<file path="src/rtl/case_demux_pkg.sv">
// -----------------------------------------------------------------------------
// case_demux_pkg
// Shared definitions for the case_demux_router slice:
//   - select encodings (SEL_A/B/C route to a slot, SEL_BAD is the sink code)
//   - default widths for the data path and the saturating error counter
//   - slot index constants (bit positions in out_valid / out_ready)
//   - next_slot(): round-robin successor A -> B -> C -> A
// -----------------------------------------------------------------------------
package case_demux_pkg;

  localparam int DATA_W_DEF = 3;
  localparam int ERR_W_DEF  = 4;
  localparam int NUM_SLOTS  = 3;

  localparam logic [1:0] SEL_A   = 2'b00;
  localparam logic [1:0] SEL_B   = 2'b01;
  localparam logic [1:0] SEL_C   = 2'b10;
  localparam logic [1:0] SEL_BAD = 2'b11;

  localparam int SLOT_A = 0;
  localparam int SLOT_B = 1;
  localparam int SLOT_C = 2;

  // Successor of a slot code; never yields SEL_BAD.
  function automatic logic [1:0] next_slot(input logic [1:0] cur);
    return (cur == SEL_C) ? SEL_A : cur + 2'd1;
  endfunction

endpackage

</file>
<file path="src/rtl/demux_slot.sv">
// -----------------------------------------------------------------------------
// demux_slot
// Single-entry output buffer with a valid/ready handshake on its output side.
// The parent only asserts load_i when the slot is empty or draining this cycle,
// so a load always wins over a drain and gives full 1 beat/cycle throughput.
// Data is held stable while valid_o & ~ready_i.
//
// Ports:
//   clk      in   rising-edge clock
//   rst_n    in   asynchronous reset, active low (clears valid and data)
//   load_i   in   write data_i into the slot at the next edge
//   ready_i  in   consumer ready
//   data_i   in   payload to load
//   valid_o  out  slot holds a beat
//   data_o   out  slot payload
// -----------------------------------------------------------------------------
module demux_slot #(
  parameter int DATA_W = 3
) (
  input  logic              clk,
  input  logic              rst_n,
  input  logic              load_i,
  input  logic              ready_i,
  input  logic [DATA_W-1:0] data_i,
  output logic              valid_o,
  output logic [DATA_W-1:0] data_o
);

  logic              valid_q, valid_d;
  logic [DATA_W-1:0] data_q, data_d;

  always_comb begin
    valid_d = valid_q;
    data_d  = data_q;
    if (load_i) begin
      valid_d = 1'b1;
      data_d  = data_i;
    end else if (valid_q && ready_i) begin
      // Drained with no reload: drop valid, keep the stale payload.
      valid_d = 1'b0;
    end
  end

  always_ff @(posedge clk or negedge rst_n) begin
    if (!rst_n) begin
      valid_q <= 1'b0;
      data_q  <= '0;
    end else begin
      valid_q <= valid_d;
      data_q  <= data_d;
    end
  end

  assign valid_o = valid_q;
  assign data_o  = data_q;

endmodule

</file>
<file path="src/rtl/case_demux_router.sv">
// -----------------------------------------------------------------------------
// case_demux_router
// 3-way demultiplexer: one tagged input stream is steered into one of three
// single-entry output slots (A, B, C), each with its own valid/ready handshake.
// Select code 2'b11 is sunk without touching any slot and counted in a
// saturating error counter.
//
// Build option: CASE_DEMUX_ROUND_ROBIN_EN
//   defined   - in_sel is ignored; destination comes from an internal pointer
//               cycling A -> B -> C -> A, advancing on every accept.
//   undefined - in_sel steers; no pointer register exists.
//
// Ports:
//   clk        in   rising-edge clock
//   rst_n      in   asynchronous reset, active low
//   in_valid   in   producer beat valid
//   in_ready   out  router can accept a beat this cycle (independent of in_valid)
//   in_sel     in   destination: 00=A, 01=B, 10=C, 11=invalid
//   in_data    in   payload
//   out_valid  out  per-slot valid, bit0=A bit1=B bit2=C
//   out_ready  in   per-slot consumer ready
//   out_a/b/c  out  slot payloads
//   err_cnt    out  beats sunk via select 11, saturating
// -----------------------------------------------------------------------------
module case_demux_router
  import case_demux_pkg::*;
#(
  parameter int DATA_W = DATA_W_DEF,
  parameter int ERR_W  = ERR_W_DEF
) (
  input  logic                 clk,
  input  logic                 rst_n,
  input  logic                 in_valid,
  output logic                 in_ready,
  input  logic [1:0]           in_sel,
  input  logic [DATA_W-1:0]    in_data,
  output logic [NUM_SLOTS-1:0] out_valid,
  input  logic [NUM_SLOTS-1:0] out_ready,
  output logic [DATA_W-1:0]    out_a,
  output logic [DATA_W-1:0]    out_b,
  output logic [DATA_W-1:0]    out_c,
  output logic [ERR_W-1:0]     err_cnt
);

  logic [1:0]           dest;
  logic                 accept;
  logic [NUM_SLOTS-1:0] slot_load;
  logic [DATA_W-1:0]    slot_data [NUM_SLOTS];
  logic [ERR_W-1:0]     err_q, err_d;

`ifdef CASE_DEMUX_ROUND_ROBIN_EN
  logic [1:0] ptr_q, ptr_d;
  logic       unused_sel;

  assign unused_sel = ^in_sel;
  assign dest       = ptr_q;

  always_comb begin
    ptr_d = ptr_q;
    if (accept) begin
      ptr_d = next_slot(ptr_q);
    end
  end

  always_ff @(posedge clk or negedge rst_n) begin
    if (!rst_n) begin
      ptr_q <= SEL_A;
    end else begin
      ptr_q <= ptr_d;
    end
  end
`else
  assign dest = in_sel;
`endif

  // Ready is decided from the destination slot alone so it never looks at
  // in_valid; the sink code can always take a beat.
  always_comb begin
    in_ready = 1'b1;
    case (dest)
      SEL_A:   in_ready = ~out_valid[SLOT_A] | out_ready[SLOT_A];
      SEL_B:   in_ready = ~out_valid[SLOT_B] | out_ready[SLOT_B];
      SEL_C:   in_ready = ~out_valid[SLOT_C] | out_ready[SLOT_C];
      default: in_ready = 1'b1;
    endcase
  end

  assign accept = in_valid & in_ready;

  generate
    for (genvar gi = 0; gi < NUM_SLOTS; gi++) begin : g_slot
      assign slot_load[gi] = accept & (dest == 2'(gi));

      demux_slot #(
        .DATA_W (DATA_W)
      ) u_slot (
        .clk     (clk),
        .rst_n   (rst_n),
        .load_i  (slot_load[gi]),
        .ready_i (out_ready[gi]),
        .data_i  (in_data),
        .valid_o (out_valid[gi]),
        .data_o  (slot_data[gi])
      );
    end
  endgenerate

  assign out_a = slot_data[SLOT_A];
  assign out_b = slot_data[SLOT_B];
  assign out_c = slot_data[SLOT_C];

  // Saturating count of sunk beats; holds at all-ones instead of wrapping.
  always_comb begin
    err_d = err_q;
    if (accept && (dest == SEL_BAD) && (err_q != '1)) begin
      err_d = err_q + ERR_W'(1);
    end
  end

  always_ff @(posedge clk or negedge rst_n) begin
    if (!rst_n) begin
      err_q <= '0;
    end else begin
      err_q <= err_d;
    end
  end

  assign err_cnt = err_q;

endmodule

</file>
<file path="config.mk">
export PLATFORM = sky130hd
export DESIGN_NAME = case_demux_router
export DESIGN_NICKNAME = d
export VERILOG_FILES = /design/src/rtl/case_demux_pkg.sv /design/src/rtl/demux_slot.sv /design/src/rtl/case_demux_router.sv
export SDC_FILE = /design/constraint.sdc
export NUM_CORES = 1
export LEC_CHECK = 0
export BUFFER_PORTS_ARGS = -buffer_cell sky130_fd_sc_hd__buf_2
export CAP_MARGIN = 20
export CELL_PAD_IN_SITES_DETAIL_PLACEMENT = 1
export CELL_PAD_IN_SITES_GLOBAL_PLACEMENT = 1
export CORE_MARGIN = 1
export CORE_UTILIZATION = 38
export CTS_CLUSTER_SIZE = 8
export DETAILED_ROUTE_END_ITERATION = 8
export PLACE_DENSITY = 0.82
export SLEW_MARGIN = 30
export SYNTH_ARGS = -nofsm -noshare
export SYNTH_HDL_FRONTEND = slang
export SYNTH_SLANG_ARGS = --single-unit
export TNS_END_PERCENT = 100
</file>
<file path="constraint.sdc">
create_clock -name clk -period 2.6 [get_ports clk]
set_clock_uncertainty 0.2 [all_clocks]
set_input_delay 0.26 -clock clk [delete_from_list [all_inputs] [get_ports clk]]
set_output_delay 0.26 -clock clk [all_outputs]
set_load 0.01 [all_outputs]
</file>
Word-level counts from Yosys, hierarchy flattened
Cells that the tools add are included.
W data, S select, Z words.

storage, ports and cells
  input port bits = 11
  flip-flop bits (word level) = 16

operators by class
  mux-type cells = 7
  reduce and logical (&&, ||, !) cells = 9
  eq/ne operators = 4
  $add $sub $neg = 1
  bitwise operators = 10

operator list
  cell                   count
  $mux W1                6
  $reduce_bool A2 Y1     3
  $logic_and A1 B1 Y1    5
  $add A4 B1 Y4 const B  1
  $and A1 B1 Y1          4
  $eq A2 B2 Y1 const B   2
  $ne A4 B4 Y1 const B   1
  $not A1 Y1             3
  $or A1 B1 Y1           3
  $pmux W1 S3            1
  $eq A2 B1 Y1 const B   1
  $logic_not A2 Y1       1

Logic depth before layout (Yosys ltp)
  depth in word-level cells = 6
  gate-level depth with buffers = 4

By module
From an unflattened synthesis, not the netlist that was laid out.

unflattened totals
  cell total of the unflattened synthesis = 56
  area total of the unflattened synthesis = 721.9 um^2

by module, submodules not included
  module             instances  cells an instance  seq. area each (um^2)  area an instance (um^2)
  demux_slot         3          9                  100.1                  146.4
  case_demux_router  1          29                 100.1                  282.8

Least setup slack after synthesis
Ideal clock, no wire load.

  path kind = register to register
  start point = reg err_q[0], in the netlist err_cnt[0]
  end point = reg err_q[1], in the netlist err_cnt[1]
  data required time = 2.272 ns
  buffers on the path = 0
  stages on the path, launching flop included = 5
  setup time = 0.128 ns
  path slack = 1.156 ns
  data arrival time = 1.117 ns
  cells stage by stage = dfrtp_1 > ha_1 > nand3_1 > nand2_1 > mux2_1

between the ends
  longest elaborated chain between the ends = 2

ends and longest elaborated chain
  item                                                   line                      RTL
  from (decl)                                            case_demux_router.sv:49   logic [ERR_W-1:0] err_q, err_d;
  from (signal assigned)                                 case_demux_router.sv:124  err_q <= err_d;
  branches (longest 2 deep; another with $add A4 B1 Y4)  -

Parallel ways; which one is timed is not known.
A chain may end at the register's enable or synchronous reset.

Worst setup path after layout
  start point = reg g_slot[0].u_slot.valid_q
  end point = out in_ready

between the ends
  longest elaborated chain between the ends = 3

ends and longest elaborated chain
  item                    line                     RTL
  from (decl)             demux_slot.sv:29         logic valid_q, valid_d;
  from (signal assigned)  demux_slot.sv:49         valid_q <= valid_d;
  $not A1 Y1              case_demux_router.sv:81  SEL_A: in_ready = ~out_valid[SLOT_A] | out_ready[SLOT_A];
  $or A1 B1 Y1            case_demux_router.sv:81
  $pmux W1 S3             case_demux_router.sv:80  case (dest)
  to (decl)               case_demux_router.sv:34  output logic in_ready,

No other way between the ends.

==> run metrics <==
most frequent cell after synthesis dfrtp_1; full die area 0.00203 mm^2; area fraction of the dominant cell type after synthesis 56.7%; number of I/O port buffers 27; post-synthesis cell count 56; Starting Density 40.9%; setup TNS 0 ns; Area contributors post-synth dfrtp_1, mux2_2, mux2_1, buf_4, nand2_1; Slew @ Worst Pin 0.352 ns; Cell variety after synth 18; final RePlAce weighted congestion 0.811; first drt pass iteration count 4; fin crit share 63.5%; initial antenna violation count 0; first-pass GRT wire length 2.19 mm; GR Util All Layers 15.6%; CTS H-tree lvls 1; CP startpoint kind register; hold path start in_data[0]; Rows 15; #FFs+latches synth 16; Reg2Reg Launch Point g_slot[1].u_slot.valid_o; min cycle time layout 1.65 ns; RSZ-0062 raised after global routing no; Final Hold Fails 0; fillers 213; fin. max-slew vios 0; WP data arrival 1.19 ns; vias per cell 4.94; Primary FF master, synth dfrtp_1; crit end category primary output; Worst slew margin 76.5%; Iteration-0 DRC Markers 6; Final Core Density 51.9%; number of antenna diodes 0; num ports 28; end of the worst hold path g_slot[2].u_slot.data_o[0]; CTS clk-pin slew, worst paths 0.09 ns; Sink Count 16; worst-path fanout max 3; chip height 45.1 um; syn_area_per_cell 12.6 um^2; Nets 98; pwr dens 833 mW/mm^2; largest family of logic cells by synthesized area multiplexers; FMAX 0.605 GHz; cells on worst reg2reg path 3; Die W 45.1 um; area delta synth->final 27.0%; DRC viols 0; most frequent cells after synthesis dfrtp_1, mux2_2, mux2_1, nand2_1; remaining global-route overflow 0; status completed; CTS max path bufs 2; Placed Cells 105; Post-Synth Simple-Gate Area 15.8%; P_leak 0.444 nW; Root Driver clkbuf_4; Synth Area in Adders 1.77%; largest net degree at the start of global routing 17; vias in the first global route 494; Peak VDD IR 489 uV; post-synthesis xor/xnor area fraction 1.24%; hold path depth 2; hold crit path type in2reg; reg-to-reg endpoint g_slot[1].u_slot.data_o[0]; maxcap violations 0; register area share after synthesis 56.7%; area fraction in compound gates after synthesis 3.72%; Worst path max stage delay 0.38 ns; post-CTS setup buffers 0; Reg2Reg Setup Slack 1.04 ns; final cell count without fillers 110; cell area after synthesis 706 um^2; core box area 0.00173 mm^2; Worst Path Required 2.14 ns; share of cells above drive strength 1 45.9%; proportion of synthesized area in mux cells 17.6%; WL/cell 12.9 um; Worst path slowest cell dfrtp_1; crit path kind reg2out; CTS tree yes; antenna viol nets, final 0; DP Wirelength 1.09 mm; YS warnings 0; total CTS buffers 3; crit-path cells nand2b_1, o21ai_0, o21ai_0, buf_2; Via Count 543; CTS resizes 0; Setup-failing EPs final 0; Post-synth EDFFs 0; most frequent CP cell o21ai_0; post-synthesis async set-or-reset flop share 100%; Routed WL 1.42 mm; Yosys top cell by area dfrtp_1; Syn Nets 68; Clock Latency Late Sink 0.28 ns
==> kinds of logic (layout without fill, tap and decap cells) <==
group           count (synthesis)  in the layout
simple gates                   19             19
flops                          16             16
compound gates                  5              5
fa+ha+maj                       1              1
buf+inv                         3             32
mux                            11             11
xor+xnor                        1              1
==> through the flow <==
step                      hold WS (ns)  cell area (um^2)  worst slack, ns  power [mW]
final                           0.0167               896            0.948       0.746
after global routing            0.0150               896            0.868       0.795
after CTS                      0.00691               896            0.928       0.759
after detailed placement      -0.00602               850             1.05       0.589
after global placement         -0.0110               850             1.05       0.579
after floorplan                 -0.236               706             1.16       0.491
==> power breakdown <==
part | internal, mW | switching, mW | total (mW)
sequential | 0.313 | 0.0518 | 0.365
combinational | 0.112 | 0.106 | 0.218
clock | 0.0853 | 0.0777 | 0.163
==> timing repair <==
item | 4_1_cts | 5_1_grt
endpoints found under the hold margin | 16 | 0
setup endpoints to repair | 0 | 0
hold buffers | 1 | 0
==> final cells by class <==
class                   count  area, um^2  share of cell area, %
flip-flops and latches     16         400                   44.7
multi-input cells          37         283                   31.6
repair buffers             28         145                   16.2
clock buffers               4        36.3                   4.05
well taps                  25        31.3                   3.49
==> layout by cell type (no fill, tap or decap), types with 2 or more instances in the layout <==
| master | n |
|---|---|
| buf_2 | 27 |
| dfrtp_1 | 16 |
| mux2_2 | 6 |
| mux2_1 | 5 |
| nand2_1 | 5 |
| nand2b_1 | 3 |
| o21ai_0 | 3 |
| nor2b_1 | 3 |
| clkbuf_4 | 3 |
| nand3b_1 | 2 |
| and3_1 | 2 |
==> registers in the layout, indices dropped and copies added, names as in the netlist <==
register / count
g_slot.u_slot.data_o: 9
g_slot.u_slot.valid_o: 3
err_cnt: 4
==> worst max-delay path by stage <==
stage | cells after the start | start | to
finish | 4 | g_slot[0].u_slot.valid_o | in_ready
global placement | 3 | g_slot[1].u_slot.valid_o | g_slot[1].u_slot.data_o[2]
CTS | 4 | g_slot[0].u_slot.valid_o | in_ready
floorplan | 4 | err_cnt[0] | err_cnt[1]
global route | 4 | g_slot[0].u_slot.valid_o | in_ready
detailed placement | 3 | g_slot[1].u_slot.valid_o | g_slot[1].u_slot.data_o[0]
==> metal layers <==
metal  part of all wire (%)  global-route usage [%]  vias up
met4                    2.0                    9.09        0
met5                      0                       0        -
met3                    3.8                    2.80        4
met2                     50                    23.5       18
li1                       -                       -      252
met1                     44                    21.0      269
==> worst max-delay path, delay by kind of cell (launching register included) <==
family,cells,cell delay [ns]
compound gates,2,0.26
buf+inv,1,0.15
flops,1,0.38
simple gates,1,0.12
(Power assumes the default switching activity.)
